[src/rtl/logistic_pkg.sv]
// Shared encodings for the logistic-map synthesizer: operating modes and engine FSM states.
// Latency: n/a (types only).
// Backpressure: n/a.
package logistic_pkg;

   // Operating mode as presented on the mode input.
   typedef enum logic [1:0] {
      MODE_SWEEP  = 2'b00,
      MODE_HOLD   = 2'b01,
      MODE_EXT    = 2'b10,
      MODE_FREEZE = 2'b11
   } mode_t;

   // Iteration engine: idle, two shift-add multiply phases, one write-back cycle.
   typedef enum logic [1:0] {
      ST_IDLE  = 2'b00,
      ST_MUL_A = 2'b01,
      ST_MUL_B = 2'b10,
      ST_WRITE = 2'b11
   } eng_state_t;

endpackage

[src/rtl/logs_osc.sv]
// Square-wave NCO: phase accumulator stepped once every 2^PHASE_DEC clocks, output is the phase MSB.
// Latency: freq change affects the phase at the next step enable.
// Backpressure: none; free-running.
//
// Ports: clk, reset (sync, active-low), freq (phase increment per step), osc (square wave).
module logs_osc #(
   parameter int PHASE_BITS = 12,
   parameter int PHASE_DEC  = 3
) (
   input  logic                  clk,
   input  logic                  reset,
   input  logic [PHASE_BITS-1:0] freq,
   output logic                  osc
);

   localparam int DW = (PHASE_DEC > 0) ? PHASE_DEC : 1;

   logic [DW-1:0]         dec_q;
   logic [PHASE_BITS-1:0] phase_q;
   logic                  step_en;

   // With no decimation the accumulator steps on every clock.
   assign step_en = (PHASE_DEC == 0) ? 1'b1 : (dec_q == '1);

   always_ff @(posedge clk) begin
      if (!reset) begin
         dec_q   <= '0;
         phase_q <= '0;
      end else begin
         dec_q <= dec_q + 1'b1;
         if (step_en) begin
            phase_q <= phase_q + freq;
         end
      end
   end

   assign osc = phase_q[PHASE_BITS-1];

endmodule

[src/rtl/logistic_synth.sv]
// Logistic-map iterator x <= r*x*(1-x) driving a bank of square-wave NCOs mixed to a PWM output.
// Latency: iteration tick to x_valid is 2*FRAC+3 clocks; snd is one register after the voice sum.
// Backpressure: none; a tick arriving while the engine is busy is dropped and sets sticky overrun.
//
// Ports: clk, reset (sync, active-low), mode (00 sweep/01 hold/10 external r/11 freeze),
//        r_ext (external r, 2.FRAC), voice_en (per-voice gate), snd (PWM audio),
//        x_out/x_valid (current x and its update strobe), r_out (current r), overrun (sticky).
module logistic_synth
   import logistic_pkg::*;
#(
   parameter int N_OSC      = 4,
   parameter int FRAC       = 8,
   parameter int PHASE_BITS = 12,
   parameter int PHASE_DEC  = 3,
   parameter int ITER_DIV   = 1024,
   parameter int R_HOLD     = 32,
   parameter int LO_INC     = 33,
   parameter int HI_INC     = 200,
   parameter int X_SEED     = 2**(FRAC-4),
   parameter int R_MIN      = 2**FRAC + 2**(FRAC-4),
   parameter int R_MAX      = 2**(FRAC+2) - 1
) (
   input  logic              clk,
   input  logic              reset,
   input  logic [1:0]        mode,
   input  logic [FRAC+1:0]   r_ext,
   input  logic [N_OSC-1:0]  voice_en,
   output logic              snd,
   output logic [FRAC-1:0]   x_out,
   output logic              x_valid,
   output logic [FRAC+1:0]   r_out,
   output logic              overrun
);

   localparam int AW   = 2*FRAC + 3;                   // shared product/multiplier register
   localparam int CW   = $clog2(FRAC + 3);
   localparam int DIVW = $clog2(ITER_DIV + 1);
   localparam int HW   = $clog2(R_HOLD + 1);
   localparam int VW   = (N_OSC > 1) ? $clog2(N_OSC) : 1;
   localparam int K    = $clog2(N_OSC + 1);
   localparam int PW   = PHASE_BITS + FRAC;

   localparam logic [FRAC-1:0]       X_SEED_W = FRAC'(X_SEED);
   localparam logic [FRAC+1:0]       R_MIN_W  = (FRAC+2)'(R_MIN);
   localparam logic [FRAC+1:0]       R_MAX_W  = (FRAC+2)'(R_MAX);
   localparam logic [PHASE_BITS-1:0] LO_W     = PHASE_BITS'(LO_INC);
   localparam logic [PW-1:0]         SPAN_W   = PW'(HI_INC - LO_INC);

   // ---------------------------------------------------------------- tick divider
   logic [DIVW-1:0] div_cnt;
   logic            tick;

   assign tick = (div_cnt == DIVW'(ITER_DIV - 1));

   always_ff @(posedge clk) begin
      if (!reset || tick) begin
         div_cnt <= '0;
      end else begin
         div_cnt <= div_cnt + 1'b1;
      end
   end

   // ---------------------------------------------------------------- engine FSM
   eng_state_t state_q, state_d;
   logic [CW-1:0] cnt_q;
   logic start, step, last_a, wr, busy_tick;

   always_ff @(posedge clk) begin
      if (!reset) begin
         state_q <= ST_IDLE;
      end else begin
         state_q <= state_d;
      end
   end

   always_comb begin
      state_d = state_q;
      case (state_q)
         ST_IDLE:  if (tick && (mode != MODE_FREEZE)) state_d = ST_MUL_A;
         ST_MUL_A: if (cnt_q == CW'(FRAC - 1))        state_d = ST_MUL_B;
         ST_MUL_B: if (cnt_q == CW'(FRAC + 1))        state_d = ST_WRITE;
         ST_WRITE: state_d = ST_IDLE;
         default:  state_d = ST_IDLE;
      endcase
   end

   always_comb begin
      start     = 1'b0;
      step      = 1'b0;
      last_a    = 1'b0;
      wr        = 1'b0;
      busy_tick = 1'b0;
      case (state_q)
         ST_IDLE:  start = tick && (mode != MODE_FREEZE);
         ST_MUL_A: begin
            step      = 1'b1;
            last_a    = (cnt_q == CW'(FRAC - 1));
            busy_tick = tick;
         end
         ST_MUL_B: begin
            step      = 1'b1;
            busy_tick = tick;
         end
         ST_WRITE: begin
            wr        = 1'b1;
            busy_tick = tick;
         end
         default: ;
      endcase
   end

   // ---------------------------------------------------------------- shift-add datapath
   // acc holds {partial product, remaining multiplier bits}. Each step adds the
   // multiplicand into the upper part when the multiplier LSB is set, then shifts
   // right. Pass A multiplies x by ~x (= 2^FRAC-1-x) over FRAC steps, leaving
   // 4*x*~x, so p sits at bit FRAC+2. Pass B multiplies p by r over FRAC+2 steps,
   // leaving the full product from bit 0.
   logic [AW-1:0]     acc_q, acc_nxt;
   logic [FRAC+1:0]   mul_sum;
   logic [FRAC-1:0]   mcand_q;
   logic [FRAC+1:0]   r_sel_q;
   logic              sweep_q;
   logic [FRAC+1:0]   r_q;
   logic [FRAC-1:0]   x_q;

   always_comb begin
      mul_sum = {1'b0, acc_q[AW-1:FRAC+2]} + {2'b00, mcand_q & {FRAC{acc_q[0]}}};
      acc_nxt = {mul_sum, acc_q[FRAC+1:1]};
   end

   always_ff @(posedge clk) begin
      if (!reset) begin
         acc_q   <= '0;
         mcand_q <= '0;
         r_sel_q <= '0;
         sweep_q <= 1'b0;
         cnt_q   <= '0;
      end else if (start) begin
         acc_q   <= {{(FRAC+3){1'b0}}, ~x_q};
         mcand_q <= x_q;
         r_sel_q <= (mode == MODE_EXT) ? r_ext : r_q;
         sweep_q <= (mode == MODE_SWEEP);
         cnt_q   <= '0;
      end else if (last_a) begin
         mcand_q <= acc_nxt[AW-2:FRAC+2];
         acc_q   <= {{(FRAC+1){1'b0}}, r_sel_q};
         cnt_q   <= '0;
      end else if (step) begin
         acc_q   <= acc_nxt;
         cnt_q   <= cnt_q + 1'b1;
      end
   end

   // ---------------------------------------------------------------- write-back
   logic [FRAC-1:0]       n_val, x_new;
   logic [PW-1:0]         scaled;
   logic [PHASE_BITS-1:0] freq_new;
   logic [PHASE_BITS-1:0] freq_q [N_OSC];
   logic [VW-1:0]         vptr;
   logic [HW-1:0]         hold_cnt;

   always_comb begin
      n_val    = acc_q[2*FRAC-1:FRAC];
      // A zero result would trap the map at 0 forever, so it reseeds instead.
      x_new    = (n_val == '0) ? X_SEED_W : n_val;
      // Constant span scaling; reduces to a fixed set of adders.
      scaled   = SPAN_W * {{PHASE_BITS{1'b0}}, x_new};
      freq_new = LO_W + PHASE_BITS'(scaled >> FRAC);
   end

   always_ff @(posedge clk) begin
      if (!reset) begin
         x_q      <= X_SEED_W;
         r_q      <= R_MIN_W;
         x_valid  <= 1'b0;
         overrun  <= 1'b0;
         vptr     <= '0;
         hold_cnt <= '0;
         for (int i = 0; i < N_OSC; i++) begin
            freq_q[i] <= LO_W;
         end
      end else begin
         x_valid <= wr;
         if (busy_tick) begin
            overrun <= 1'b1;
         end
         if (wr) begin
            x_q          <= x_new;
            freq_q[vptr] <= freq_new;
            vptr         <= (vptr == VW'(N_OSC - 1)) ? '0 : vptr + 1'b1;
            // The sweep decision uses the mode captured at iteration start.
            if (sweep_q) begin
               if (hold_cnt == HW'(R_HOLD - 1)) begin
                  hold_cnt <= '0;
                  r_q      <= (r_q == R_MAX_W) ? R_MIN_W : r_q + 1'b1;
               end else begin
                  hold_cnt <= hold_cnt + 1'b1;
               end
            end
         end
      end
   end

   assign x_out = x_q;
   assign r_out = r_q;

   // ---------------------------------------------------------------- voices and mixer
   logic [N_OSC-1:0] osc;

   for (genvar g = 0; g < N_OSC; g++) begin : g_osc
      logs_osc #(
         .PHASE_BITS (PHASE_BITS),
         .PHASE_DEC  (PHASE_DEC)
      ) u_osc (
         .clk   (clk),
         .reset (reset),
         .freq  (freq_q[g]),
         .osc   (osc[g])
      );
   end

   logic [K-1:0] voice_sum;
   logic [K-1:0] mix_cnt;

   always_comb begin
      voice_sum = '0;
      for (int i = 0; i < N_OSC; i++) begin
         voice_sum = voice_sum + K'(osc[i] & voice_en[i]);
      end
   end

   // Counter-compare PWM: snd is high for voice_sum of every 2^K clocks.
   always_ff @(posedge clk) begin
      if (!reset) begin
         mix_cnt <= '0;
         snd     <= 1'b0;
      end else begin
         mix_cnt <= mix_cnt + 1'b1;
         snd     <= (mix_cnt < voice_sum);
      end
   end

endmodule
[config.mk]
export PLATFORM = sky130hd
export DESIGN_NAME = logistic_synth
export DESIGN_NICKNAME = d
export VERILOG_FILES = /design/src/rtl/logistic_pkg.sv /design/src/rtl/logs_osc.sv /design/src/rtl/logistic_synth.sv
export SDC_FILE = /design/constraint.sdc
export NUM_CORES = 1
export LEC_CHECK = 0
export CELL_PAD_IN_SITES_DETAIL_PLACEMENT = 1
export CELL_PAD_IN_SITES_GLOBAL_PLACEMENT = 1
export CORE_ASPECT_RATIO = 0.5
export CORE_UTILIZATION = 52
export DETAILED_ROUTE_END_ITERATION = 8
export PLACE_DENSITY = 0.89
export SLEW_MARGIN = 25
export SYNTH_ARGS = -nofsm -noshare
export SYNTH_HDL_FRONTEND = slang
export SYNTH_SLANG_ARGS = --single-unit
[constraint.sdc]
create_clock -name clk -period 7.91 [get_ports clk]
set_input_delay 1.582 -clock clk [delete_from_list [all_inputs] [get_ports clk]]
set_output_delay 1.582 -clock clk [all_outputs]
set_load 0.05 [all_outputs]
Yosys cells after proc, flatten, opt, wreduce, memory -nomap -nowiden
Memory sizes are Yosys's and may differ from the RTL's.
Index checks and enable logic that the tools add are counted.
- register bits after elaboration: 147
- memory bits (writable): 36
- input port bits: 18
- output and inout bits: 21
- word-level logic and storage cells: 115
- memories: 1
- memory list (name ; words ; bits a word ; read ports ; clocked after Yosys merged registers in ; write ports ; line ; source):
    freq_q ; 4 ; 9 ; 4 ; 0 ; 4 ; logistic_synth.sv:158 ; logic [PHASE_BITS-1:0] freq_q [N_OSC];
- add/sub/neg operators: 19
- multipliers: 1
- magnitude comparators: 1
- eq/ne operators: 18
- mux-type cells: 26
- bitwise gates (word level): 7
- reduce and logical (&&, ||, !) cells: 17
- operators with widths (cell ; count):
    adder 12 bit ; 4
    two-way mux 10 bit ; 4
    two-way mux 8 bit ; 4
    multiplier 8 x 8 -> 16 bit (first input constant) ; 1
    adder 3 x 1 -> 3 bit (second input constant) ; 5
    equality test 3 bit (second input constant) ; 4
    adder 11 x 1 -> 11 bit (second input constant) ; 1
    equality test 11 x 10 -> 1 bit (second input constant) ; 1
    adder 10 x 1 -> 10 bit (second input constant) ; 1
    adder 9 x 8 -> 10 bit ; 1
    equality test 10 bit (second input constant) ; 1
    two-way mux 1 bit ; 10
    two-way mux 2 bit ; 5
    adder 6 x 8 -> 9 bit (first input constant) ; 1
    two-way mux 9 bit ; 1
    OR reduction 9 bit ; 1
    bitwise AND 8 bit ; 1
    equality test 2 bit (second input constant) ; 4
    logical NOT 8 bit ; 1
    inequality test 2 bit (second input constant) ; 4
    inverter 8 bit ; 1
    one-hot mux 2 bit (4 select lines) ; 1
    adder 6 x 1 -> 6 bit (second input constant) ; 1
    equality test 6 x 5 -> 1 bit (second input constant) ; 1
    other kinds (22) ; 30

Longest topological paths before layout
Gate-level depths: netlist (run 1).
- depth in word-level cells: 7
- mapped depth: 24
- mapped depth without buffers: 24

Modules after synthesis
Synthesis (run 1) repeated with hierarchy kept, for this count alone.
- cell total of the unflattened synthesis: 1302
- area total of the unflattened synthesis: 11690.0 sq um
- modules (own cells, without submodules) (module ; instances ; cells each ; area an instance (sq um) ; sequential area each (sq um)):
    logistic_synth ; 1 ; 822 ; 7365.8 ; 2822.7
    logs_osc ; 4 ; 120 ; 1081.0 ; 300.3

Worst setup path after synthesis (run 1)
OpenSTA, ideal clock, no wires.
- path kind: flip-flop to flip-flop
- from: register acc_q[13]
- to: memory freq_q[0][6] (netlist bit) (data pin)
- library setup time: 263 ps
- data arrival time: 5048 ps
- required time: 7647 ps
- path slack: 2599 ps
- cell stages (with the launch flop): 24
- path buffers: 2
- clock period less this slack: 5311 ps
- cell sequence: dfxtp_1 -> clkbuf_1 -> clkbuf_1 -> fa_1 -> inv_1 -> fa_1 -> inv_1 -> fa_1 -> inv_1 -> fa_1 -> inv_1 -> ha_1 -> a21oi_1 -> a21oi_1 -> nor3_1 -> xnor2_1 -> ha_1 -> nand2_1 -> nor2_1 -> mux2i_1 -> mux2i_1 -> a211oi_2 -> xor2_1 -> nor2_1
- RTL lines (what ; line ; source):
    start, declared ; logistic_synth.sv:118 ; logic [AW-1:0] acc_q, acc_nxt;
    start signal, assigned ; logistic_synth.sv:139 ; acc_q <= {{(FRAC+3){1'b0}}, ~x_q};
    start signal, assigned ; logistic_synth.sv:146 ; acc_q <= {{(FRAC+1){1'b0}}, r_sel_q};
    start signal, assigned ; logistic_synth.sv:149 ; acc_q <= acc_nxt;
    end, declared ; logistic_synth.sv:158 ;

==> results of run 1 <==
## per-stage QoR
| stage | total power, mW | instance area (µm²) | worst slack, ns | std cells |
|---|---|---|---|---|
| after floorplan | 1.05 | 10500 | 2.60 | 1137 |
| after global placement | 1.07 | 11100 | 2.32 | 1406 |
| after detailed placement | 1.08 | 11100 | 1.89 | 1406 |
| after CTS | 1.89 | 11600 | 1.69 | 1437 |
| after global routing | 1.94 | 11600 | 1.27 | 1437 |
| final | 1.89 | 11600 | 1.69 | 1437 |
## cell type report
type                    count  area [µm²]  share of cell area (%)
inverters                  72         270                    2.32
multi-input cells         843        6050                    52.0
flip-flops and latches    183        4020                    34.6
well taps                 266         333                    2.86
repair buffers             42         410                    3.53
clock buffers              20         457                    3.93
clock inverters            11        90.1                   0.774
## layer usage
layer	wire, µm	up-vias
li1	-	3933
met1	12600	4243
met2	15800	222
met3	1260	102
met4	1250	0
met5	0	-
## path summary, 6_finish.rpt
path                           startpoint                      end  cells past startpoint
setup / recovery                acc_q[14]             freq_q[0][6]                     24
hold / removal    g_osc[2].u_osc.dec_q[0]  g_osc[2].u_osc.dec_q[0]                      1
setup reg to reg                acc_q[14]             freq_q[0][6]                     24
hold reg to reg   g_osc[2].u_osc.dec_q[0]  g_osc[2].u_osc.dec_q[0]                      1
## logic make-up after synthesis
logic type / share of synthesized area [%]
DFF: 38.3
adders and majority gates: 16.5
and+or+nand+nor: 18.0
AOI/OAI and AO/OA: 11.0
xor gates and xnor gates: 6.67
muxes: 5.36
buffers and inverters: 4.16
## critical path, stage by stage, from the launching register on
cell      delay [ns]
dfxtp_1         0.49
inv_1           0.13
ha_1            0.23
nand4_1         0.28
nor2b_1         0.33
inv_1           0.15
ha_1            0.33
ha_1            0.20
inv_1           0.08
fa_1            0.44
fa_1            0.56
inv_1           0.05
ha_1            0.35
nand3_1         0.12
a21oi_1         0.31
nor3_1          0.11
xnor2_1         0.14
ha_1            0.23
nand2_1         0.10
nor2_1          0.05
mux2i_1         0.32
mux2i_1         0.15
a211oi_2        0.30
xor2_1          0.38
nor2_1          0.11
## registers in the layout (all words and copies together), names as in the netlist
signal and count:
x_valid 1, cnt_q 4, mcand_q 8, snd 1, g_osc.u_osc.dec_q 12, r_sel_q 10, x_out 8, sweep_q 1
freq_q 36, vptr 2, r_out 10, overrun 1, state_q 2, hold_cnt 6, g_osc.u_osc.phase_q 48, mix_cnt 3
div_cnt 11, acc_q 19
## Yosys cell counts, types with 17 or more instances
cell type / n / share of area, %
inv_1: 71 / 2.5
xor2_1: 28 / 2.3
fa_1: 17 / 3.2
dfxtp_1: 147 / 28
a211oi_1: 23 / 1.6
and2_1: 30 / 1.8
edfxtp_1: 36 / 10
nand3_1: 19 / 0.91
xnor2_1: 52 / 4.3
ha_1: 111 / 13
nand2_1: 96 / 3.4
nor2_1: 173 / 6.2
mux2i_1: 54 / 5.1
a21oi_1: 61 / 2.9
o21ai_0: 29 / 1.4
clkbuf_1: 22 / 0.79
## layout by cell type (no fill, tap or decap), drive strengths merged, types with 4 or more instances in the layout
cell type / instances
nor2: 173
nand2: 96
a311oi: 5
nor3: 15
mux2i: 54
or2: 4
o21ai: 31
inv: 78
o211ai: 6
edfxtp: 36
nand4: 7
a32oi: 4
and4: 4
nor2b: 14
a21o: 8
clkbuf: 20
a31oi: 4
nand3: 19
clkdlybuf4s50: 38
clkinv: 4
fa: 17
dfxtp: 147
xnor2: 52
ha: 111
or3: 12
nand2b: 7
xor2: 28
a211oi: 25
and3: 16
o2111ai: 5
buf: 4
a21oi: 62
a21boi: 8
and2: 30
## report_power, final
group          total (mW)  internal [mW]  leakage [nW]  switching, mW
clock network       0.830          0.424         0.269          0.407
logic              0.0842         0.0346          2.84         0.0496
registers           0.978          0.967          1.53         0.0115
total                1.89           1.43          4.64          0.468
==> run summary, run 1 <==
Status - completed
Worst EP required - 8.11 ns
Ys Warns - 0
Tcrit/Tclk final - 78.7%
TritonRoute pass-1 iters - 4
Via count - 8500
PD cells - 163 nW/µm²
Starting Density - 53.5%
Global Route met3 Usage - 6.54%
Gr busiest metal - met2
Die width - 203 µm
Drt via density - 5.92
Buffers on Ports - 38
Die span in y - 102 µm
CTS tree - done
Async SR Flop Fraction - 0%
Worst-case clock buffer depth - 2
WP data arrival - 6.42 ns
DIE AREA - 20800 µm²
Mapped Avg Cell Area - 9.23 µm²
Clk_lat worst skew - 0.46 ns
Antenna fix cells - 0
Post-synth EDFFs - 36
Final hold vios - 0
Post-Syn Nets - 1283
Layout Nets - 1305
Mapped cell area - 10500 µm²
VDD IR max - 0.182 mV
FP Rows - 36
Min-delay worst type - reg2reg
DRT iter0 DRCs - 438
Worst setup EP type - flip-flop
Num CTS Buffers - 17
Worst Skew - 0.0115 ns
Hold slack - 0.424 ns
GRT Total Usage - 30.8%
Setup CP Type - reg2reg
Sum Neg Setup Slack - 0 ns
P_leak - 4.64 nW
Setup crit start kind - flip-flop
Max Slew Vio Count - 0
Met1 GRT Util - 34.0%
RSZ-0062 raised after global routing - no
Initial antenna violation count - 0
Seq/Total Area, Yosys - 38.3%
Max_cap viols - 0
Fill count - 2241
CTS Sinks - 183
Hold buffer count at CTS - 0
H-tree depth - 4
R2R Setup Slk - 1.69 ns
Worst-margin pin slew - 0.846 ns
Synth unique cells - 64
Placer Congestion - 0.826
Final Util - 59.2%
Proportion of layout cells with a drive suffix above 1 - 4.95%
HPWL after DPL - 20200 µm
Vias in the first global route - 9158
Yosys reg bits - 183
Crit path max fanout - 8
Area grow syn2layout - 10.8%
Core area - 19600 µm²
Clock transition at path regs - 0.08 ns
Drt drc - 0
Post-synth top flop - dfxtp_1
# setup viols final - 0
Final antenna-violating net count - 0
Final min period - 6.22 ns
Clk root buf - clkbuf_16
Global routing usage on met2 - 57.4%
Routed wire length - 31000 µm
FMAX - 0.161 GHz
Post-cts resize count - 0
GRT overflow - 0
Postcts setup bufs - 0
First-pass GRT wire length - 49100 µm
Synth Instances - 1137
Routed WL per cell - 21.6 µm
Relative slew slack - 43.6%
Largest net degree at the start of global routing - 59
Io pins - 39
Power figures use the tool's default switching activity.
==> run 2, diff against run 1 <==
- CORE_UTILIZATION: 52 -> 44
- PLACE_DENSITY: 0.89 -> 0.8
- clock period: 7.91 -> 5.6 ns (I/O delays scaled with it)
==> run summary, run 2 (synthesis results as in run 1) <==
Worst-margin pin slew - 1.10 ns (was 0.846 ns)
Die width - 220 µm (was 203 µm)
Die span in y - 111 µm (was 102 µm)
Core area - 23100 µm² (was 19600 µm²)
Final hold vios - 0 (unchanged)
H-tree depth - 4 (unchanged)
Min-delay worst type - reg2reg (unchanged)
Critical-path top delay cell - fa_1 (unchanged)
CTS tree - done (unchanged)
CTS Sinks - 183 (unchanged)
Largest regs - g_osc.u_osc.phase_q (48), freq_q (36), acc_q (19) (unchanged)
Top reg by flops - g_osc.u_osc.phase_q (unchanged)
Global routing usage on met2 - 41.0% (was 57.4%)
Proportion of layout cells with a drive suffix above 1 - 7.34% (was 4.95%)
Clk_lat worst skew - 0.45 ns (was 0.46 ns)
Place WS - -0.124 ns (was 1.89 ns)
GRT overflow - 0 (unchanged)
Hold slack - 0.424 ns (about the same)
Setup crit start kind - flip-flop (unchanged)
Worst EP required - 5.79 ns (was 8.11 ns)
Layout Nets - 1318 (was 1305)
Slowest stage delay, CP - 0.55 ns (was 0.56 ns)
HPWL after DPL - 19000 µm (was 20200 µm)
Io pins - 39 (unchanged)
Placer Congestion - 0.849 (was 0.826)
FF/Latch Area - 4030 µm² (was 4020 µm²)
Tcrit/Tclk final - 95.8% (was 78.7%)
WP data arrival - 5.56 ns (was 6.42 ns)
FMAX - 0.186 GHz (was 0.161 GHz)
First-pass GRT wire length - 43900 µm (was 49100 µm)
FP Rows - 39 (was 36)
Gr busiest metal - met2 (unchanged)
VDD IR max - 0.200 mV (was 0.182 mV)
TritonRoute pass-1 iters - 6 (was 4)
Clock transition at path regs - 0.07 ns (was 0.08 ns)
Worst Skew - 0.00966 ns (was 0.0115 ns)
Largest net degree at the start of global routing - 50 (was 59)
Clk root buf - clkbuf_16 (unchanged)
Vias in the first global route - 8867 (was 9158)
Drt drc - 1 (was 0)
Starting Density - 45.4% (was 53.5%)
P_leak - 4.76 nW (was 4.64 nW)
Fill count - 2682 (was 2241)
Drt via density - 5.46 (was 5.92)
Setup CP Type - reg2reg (unchanged)
Global Route met3 Usage - 3.95% (was 6.54%)
DRT iter0 DRCs - 293 (was 438)
Met1 GRT Util - 27.1% (was 34.0%)
Initial antenna violation count - 0 (unchanged)
Worst setup EP type - flip-flop (unchanged)
Routed WL per cell - 17.8 µm (was 21.6 µm)
Routed wire length - 26600 µm (was 31000 µm)
# setup viols final - 0 (unchanged)
Commonest non-fill, non-tap cells in the layout - 173 x nor2_1, 144 x dfxtp_1, 109 x ha_1 (was 173 x nor2_1, 147 x dfxtp_1, 110 x ha_1)
Num CTS Buffers - 17 (unchanged)
Status - complete, but fails checks (was completed)
Final antenna-violating net count - 0 (unchanged)
Via count - 8149 (was 8500)
Relative slew slack - 26.6% (was 43.6%)
Failing checks - design-rule violations
Antenna fix cells - 0 (unchanged)
Max_cap viols - 0 (unchanged)
Area of the multi-input gates - 6120 µm² (was 6050 µm²)
Max FFs per register - 48 (unchanged)
Max Slew Vio Count - 0 (unchanged)
GRT Total Usage - 22.7% (was 30.8%)
Buffers on Ports - 38 (unchanged)
Worst-case clock buffer depth - 2 (unchanged)
Crit path max fanout - 6 (was 8)
Most common cell after layout, fill and taps aside - nor2_1 (unchanged)
Area grow syn2layout - 13.7% (was 10.8%)
PD cells - 234 nW/µm² (was 163 nW/µm²)
Final worst setup slack - 0.234 ns (was 1.69 ns)
Final min period - 5.37 ns (was 6.22 ns)
DIE AREA - 24500 µm² (was 20800 µm²)
==> run 2: cell count changes in the layout (fill, tap and decap cells not counted), moves of 3 or more <==
cell,delta
inv_6,-4
clkinv_2,+5
clkinv_4,-3
bufinv_16,+4
dfxtp_1,-3
buf_4,+13
==> run 2: repair_timing <==
item,4_1_cts,5_1_grt
buffers inserted,0,2
gates resized for setup,3,15
gates cloned,0,0
endpoints found under the setup margin,4,24
pin swaps,1,3
hold buffers,0,0
==> run 2: critical path, delay by kind of cell (launching register included) <==
family                     cells  cell delay, ns
AOI/OAI and AO/OA              2            0.53
xor gates and xnor gates       2            0.37
adders and majority gates      7            2.17
buffers and inverters          5            0.52
DFF                            1            0.37
muxes                          2            0.39
and+or+nand+nor                7            0.76
==> run 2: layout make-up <==
cell class / instances / share of cell area, %
tap: 307 / 3.22
inverter: 72 / 2.26
timing repair buffer: 55 / 4.25
multi-input combinational: 843 / 51.2
sequential: 183 / 33.8
clock inverter: 13 / 1.48
clock buffer: 19 / 3.80
==> run 2: path summary, 6_finish.rpt <==
check        slack (ns)  cells after the start                    start                      end
max                0.23                     25                acc_q[11]             freq_q[1][6]
min                0.42                      1  g_osc[1].u_osc.dec_q[0]  g_osc[1].u_osc.dec_q[0]
max reg2reg        0.23                     25                acc_q[11]             freq_q[1][6]
min reg2reg        0.42                      1  g_osc[1].u_osc.dec_q[0]  g_osc[1].u_osc.dec_q[0]
==> run 2: where the power goes <==
| part | switching, mW | internal, mW | leakage (nW) |
|---|---|---|---|
| sequential | 0.0136 | 1.37 | 1.53 |
| combinational | 0.0655 | 0.0487 | 2.92 |
| clock | 0.535 | 0.770 | 0.304 |
| total | 0.614 | 2.18 | 4.76 |
==> run 2: through the flow <==
step                      std cells  power, mW  TNS [ns]  util (%)  instance area [µm²]
after floorplan                1137       1.48         0         -                10500
after global placement         1458       1.51         0      48.5                11200
after detailed placement       1458       1.52    -0.433      48.5                11200
after CTS                      1490       2.82         0      51.3                11900
after global routing           1492       2.89   -0.0762      51.6                11900
final                          1492       2.80         0      51.6                11900
==> run 2: metal layers <==
layer	vias up	part of all wire [%]
met2	76	52
met4	0	1.5
met1	4070	44
li1	3972	-
met3	31	2.4
met5	-	0
==> run 3, diff against run 2 <==
==> constraint.sdc (replaced) <==
create_clock -name clk -period 5.6 [get_ports clk]
set_input_delay 0.84 -clock clk [delete_from_list [all_inputs] [get_ports clk]]
set_output_delay 0.84 -clock clk [all_outputs]
set_load 0.05 [all_outputs]
==> run summary, run 3 (synthesis results as in run 1) <==
Final hold vios - 0 (unchanged)
Critical-path top delay cell - fa_1 (unchanged)
RSZ-0062 raised after global routing - yes
Hold slack - 0.422 ns (was 0.424 ns)
HPWL after DPL - 18700 µm (was 19000 µm)
Clk root buf - clkbuf_16 (unchanged)
Largest regs - g_osc.u_osc.phase_q (48), freq_q (36), acc_q (19) (unchanged)
Antenna fix cells - 0 (unchanged)
Failing checks - design-rule violations (unchanged)
Io pins - 39 (unchanged)
Area grow syn2layout - 13.9% (was 13.7%)
WP data arrival - 5.72 ns (was 5.56 ns)
Worst Reg2Reg Path Length in Cells - 23 (was 25)
Post-placement cell area - 11200 µm² (about the same)
FMAX - 0.181 GHz (was 0.186 GHz)
Final antenna-violating net count - 0 (unchanged)
Worst setup EP type - flip-flop (unchanged)
CP most frequent cell - inv_1
Vias in the first global route - 8745 (was 8867)
DIE AREA - 24500 µm² (unchanged)
GRT Total Usage - 22.3% (was 22.7%)
R2R Setup Slk - 0.07 ns (was 0.23 ns)
WHS Endpoint - g_osc[0].u_osc.dec_q[0] (was g_osc[1].u_osc.dec_q[0])
Reg2reg end - freq_q[3][6] (was freq_q[1][6])
Clock transition at path regs - 0.07 ns (about the same)
Max Slew Vio Count - 0 (unchanged)
# setup viols final - 0 (unchanged)
Drt via density - 5.40 (was 5.46)
PD cells - 227 nW/µm² (was 234 nW/µm²)
Slowest stage delay, CP - 0.56 ns (was 0.55 ns)
Setup crit start kind - flip-flop (unchanged)
Crit path max fanout - 7 (was 6)
Initial antenna violation count - 0 (unchanged)
Most common cell after layout, fill and taps aside - nor2_1 (unchanged)
GRT overflow - 0 (unchanged)
Min-delay worst type - reg2reg (unchanged)
Top reg by flops - g_osc.u_osc.phase_q (unchanged)
VDD IR max - 0.186 mV (was 0.200 mV)
Setup CP Type - reg2reg (unchanged)
Tcrit/Tclk final - 98.8% (was 95.8%)
HP Start - g_osc[0].u_osc.dec_q[0] (was g_osc[1].u_osc.dec_q[0])
Relative slew slack - 38.8% (was 26.6%)
Sum Neg Setup Slack - 0 ns (unchanged)
Status - complete, but fails checks (unchanged)
Num CTS Buffers - 17 (unchanged)
Die span in y - 111 µm (unchanged)
Starting Density - 45.4% (unchanged)
Design Area, Final - 12000 µm² (was 11900 µm²)
Proportion of layout cells with a drive suffix above 1 - 8.33% (was 7.34%)
Final Power - 2.72 mW (was 2.80 mW)
Die width - 220 µm (unchanged)
Core area - 23100 µm² (unchanged)
Hold path depth - 1 (unchanged)
Drt drc - 1 (unchanged)
CTS tree - done (unchanged)
Worst Path Buf+Inv - 4 (was 5)
CP cell instances - inv_1, ha_2, nand4_1, nand2_2, fa_1, inv_1, fa_1, inv_1, fa_1, inv_1, ha_4, and4_1, o21a_1, nor3_2, xnor2_1, ha_2, nand2_1, nor2_1, mux2i_2, mux2i_1, a211oi_2, xor2_2, nor2_1
Clk_lat worst skew - 0.45 ns (about the same)
FP Rows - 39 (unchanged)
Routed wire length - 25900 µm (was 26600 µm)
Placer Congestion - 0.829 (was 0.849)
Via count - 8074 (was 8149)
Commonest non-fill, non-tap cells in the layout - 173 x nor2_1, 143 x dfxtp_1, 106 x ha_1 (was 173 x nor2_1, 144 x dfxtp_1, 109 x ha_1)
TritonRoute pass-1 iters - 6 (unchanged)
Worst-margin pin slew - 0.916 ns (was 1.10 ns)
Largest net degree at the start of global routing - 50 (unchanged)
First-pass GRT wire length - 42900 µm (was 43900 µm)
P_leak - 4.77 nW (was 4.76 nW)
Layout Nets - 1321 (was 1318)
Max FFs per register - 48 (unchanged)
CTS Sinks - 183 (unchanged)
DRT iter0 DRCs - 355 (was 293)
H-tree depth - 4 (unchanged)
Routed WL per cell - 17.4 µm (was 17.8 µm)
Worst Skew - 0.00814 ns (was 0.00966 ns)
Worst EP required - 5.79 ns (about the same)
Max_cap viols - 0 (unchanged)
Worst r2r src - acc_q[15] (was acc_q[11])
Final min period - 5.53 ns (was 5.37 ns)
Buffers on Ports - 38 (unchanged)
Worst-case clock buffer depth - 2 (unchanged)
Final Util - 51.7% (was 51.6%)
CP top delay family - adder cells (unchanged)
Hold buffer count at CTS - 0 (unchanged)
[run 3: changes by cell type in the layout (fill, tap and decap cells not counted), sizes merged]
cell    delta
buf        +3
bufinv     -3
clkbuf     +3
clkinv     -1
inv        +1
[run 3: area by class of cell]
| class | count | area, µm² |
|---|---|---|
| sequential | 183 | 4030 |
| clock inverter | 10 | 91.3 |
| timing repair buffer | 58 | 531 |
| clock buffer | 22 | 507 |
| multi-input combinational | 843 | 6140 |
| inverter | 72 | 270 |
| fill | 2674 | 11200 |
| tap | 307 | 384 |
[run 3: per-layer routing]
layer	up-vias	global-route usage [%]	routed length, µm
li1	3959	-	-
met1	3985	26.2	11300
met2	88	39.6	13300
met3	42	5.38	818
met4	0	6.94	464
met5	-	0	0
[run 3: worst max-delay path by stage]
stage / depth (start not counted) / from / endpoint
detailed placement: 23 / acc_q[14] / freq_q[2][6]
global route: 23 / acc_q[14] / freq_q[2][8]
finish: 23 / acc_q[15] / freq_q[3][6]
CTS: 23 / acc_q[11] / freq_q[3][6]
floorplan: 23 / acc_q[13] / freq_q[0][6]
global placement: 23 / acc_q[14] / freq_q[2][6]
[run 3: worst reg2reg max path, stage by stage (launching register included)]
cell	delay [ns]
dfxtp_2	0.39
inv_1	0.08
ha_2	0.19
nand4_1	0.30
nand2_2	0.15
fa_1	0.57
inv_1	0.06
fa_1	0.51
inv_1	0.06
fa_1	0.53
inv_1	0.07
ha_4	0.30
and4_1	0.22
o21a_1	0.23
nor3_2	0.07
xnor2_1	0.13
ha_2	0.20
nand2_1	0.10
nor2_1	0.07
mux2i_2	0.26
mux2i_1	0.16
a211oi_2	0.36
xor2_2	0.24
nor2_1	0.07
[run 3: power by group]
group | leakage [nW] | switching, mW | total, mW | internal [mW]
sequential | 1.53 | 0.0139 | 1.38 | 1.37
combinational | 2.95 | 0.0644 | 0.113 | 0.0481
clock | 0.289 | 0.535 | 1.22 | 0.688
total | 4.77 | 0.613 | 2.72 | 2.10
[run 3: metrics by stage]
stage / setup WS (ns) / std cells
2_1_floorplan: 0.289 / 1137
3_3_place_gp: 0.0622 / 1455
3_5_place_dp: -0.198 / 1455
4_1_cts: 0.00419 / 1489
5_1_grt: -0.171 / 1495
6_report: 0.0696 / 1495
[run 3: what timing repair did]
action,in CTS,in global routing
buffers inserted,2,6
endpoints found under the setup margin,10,24
gates cloned,0,0
pin swaps,2,8
resized for setup,4,24
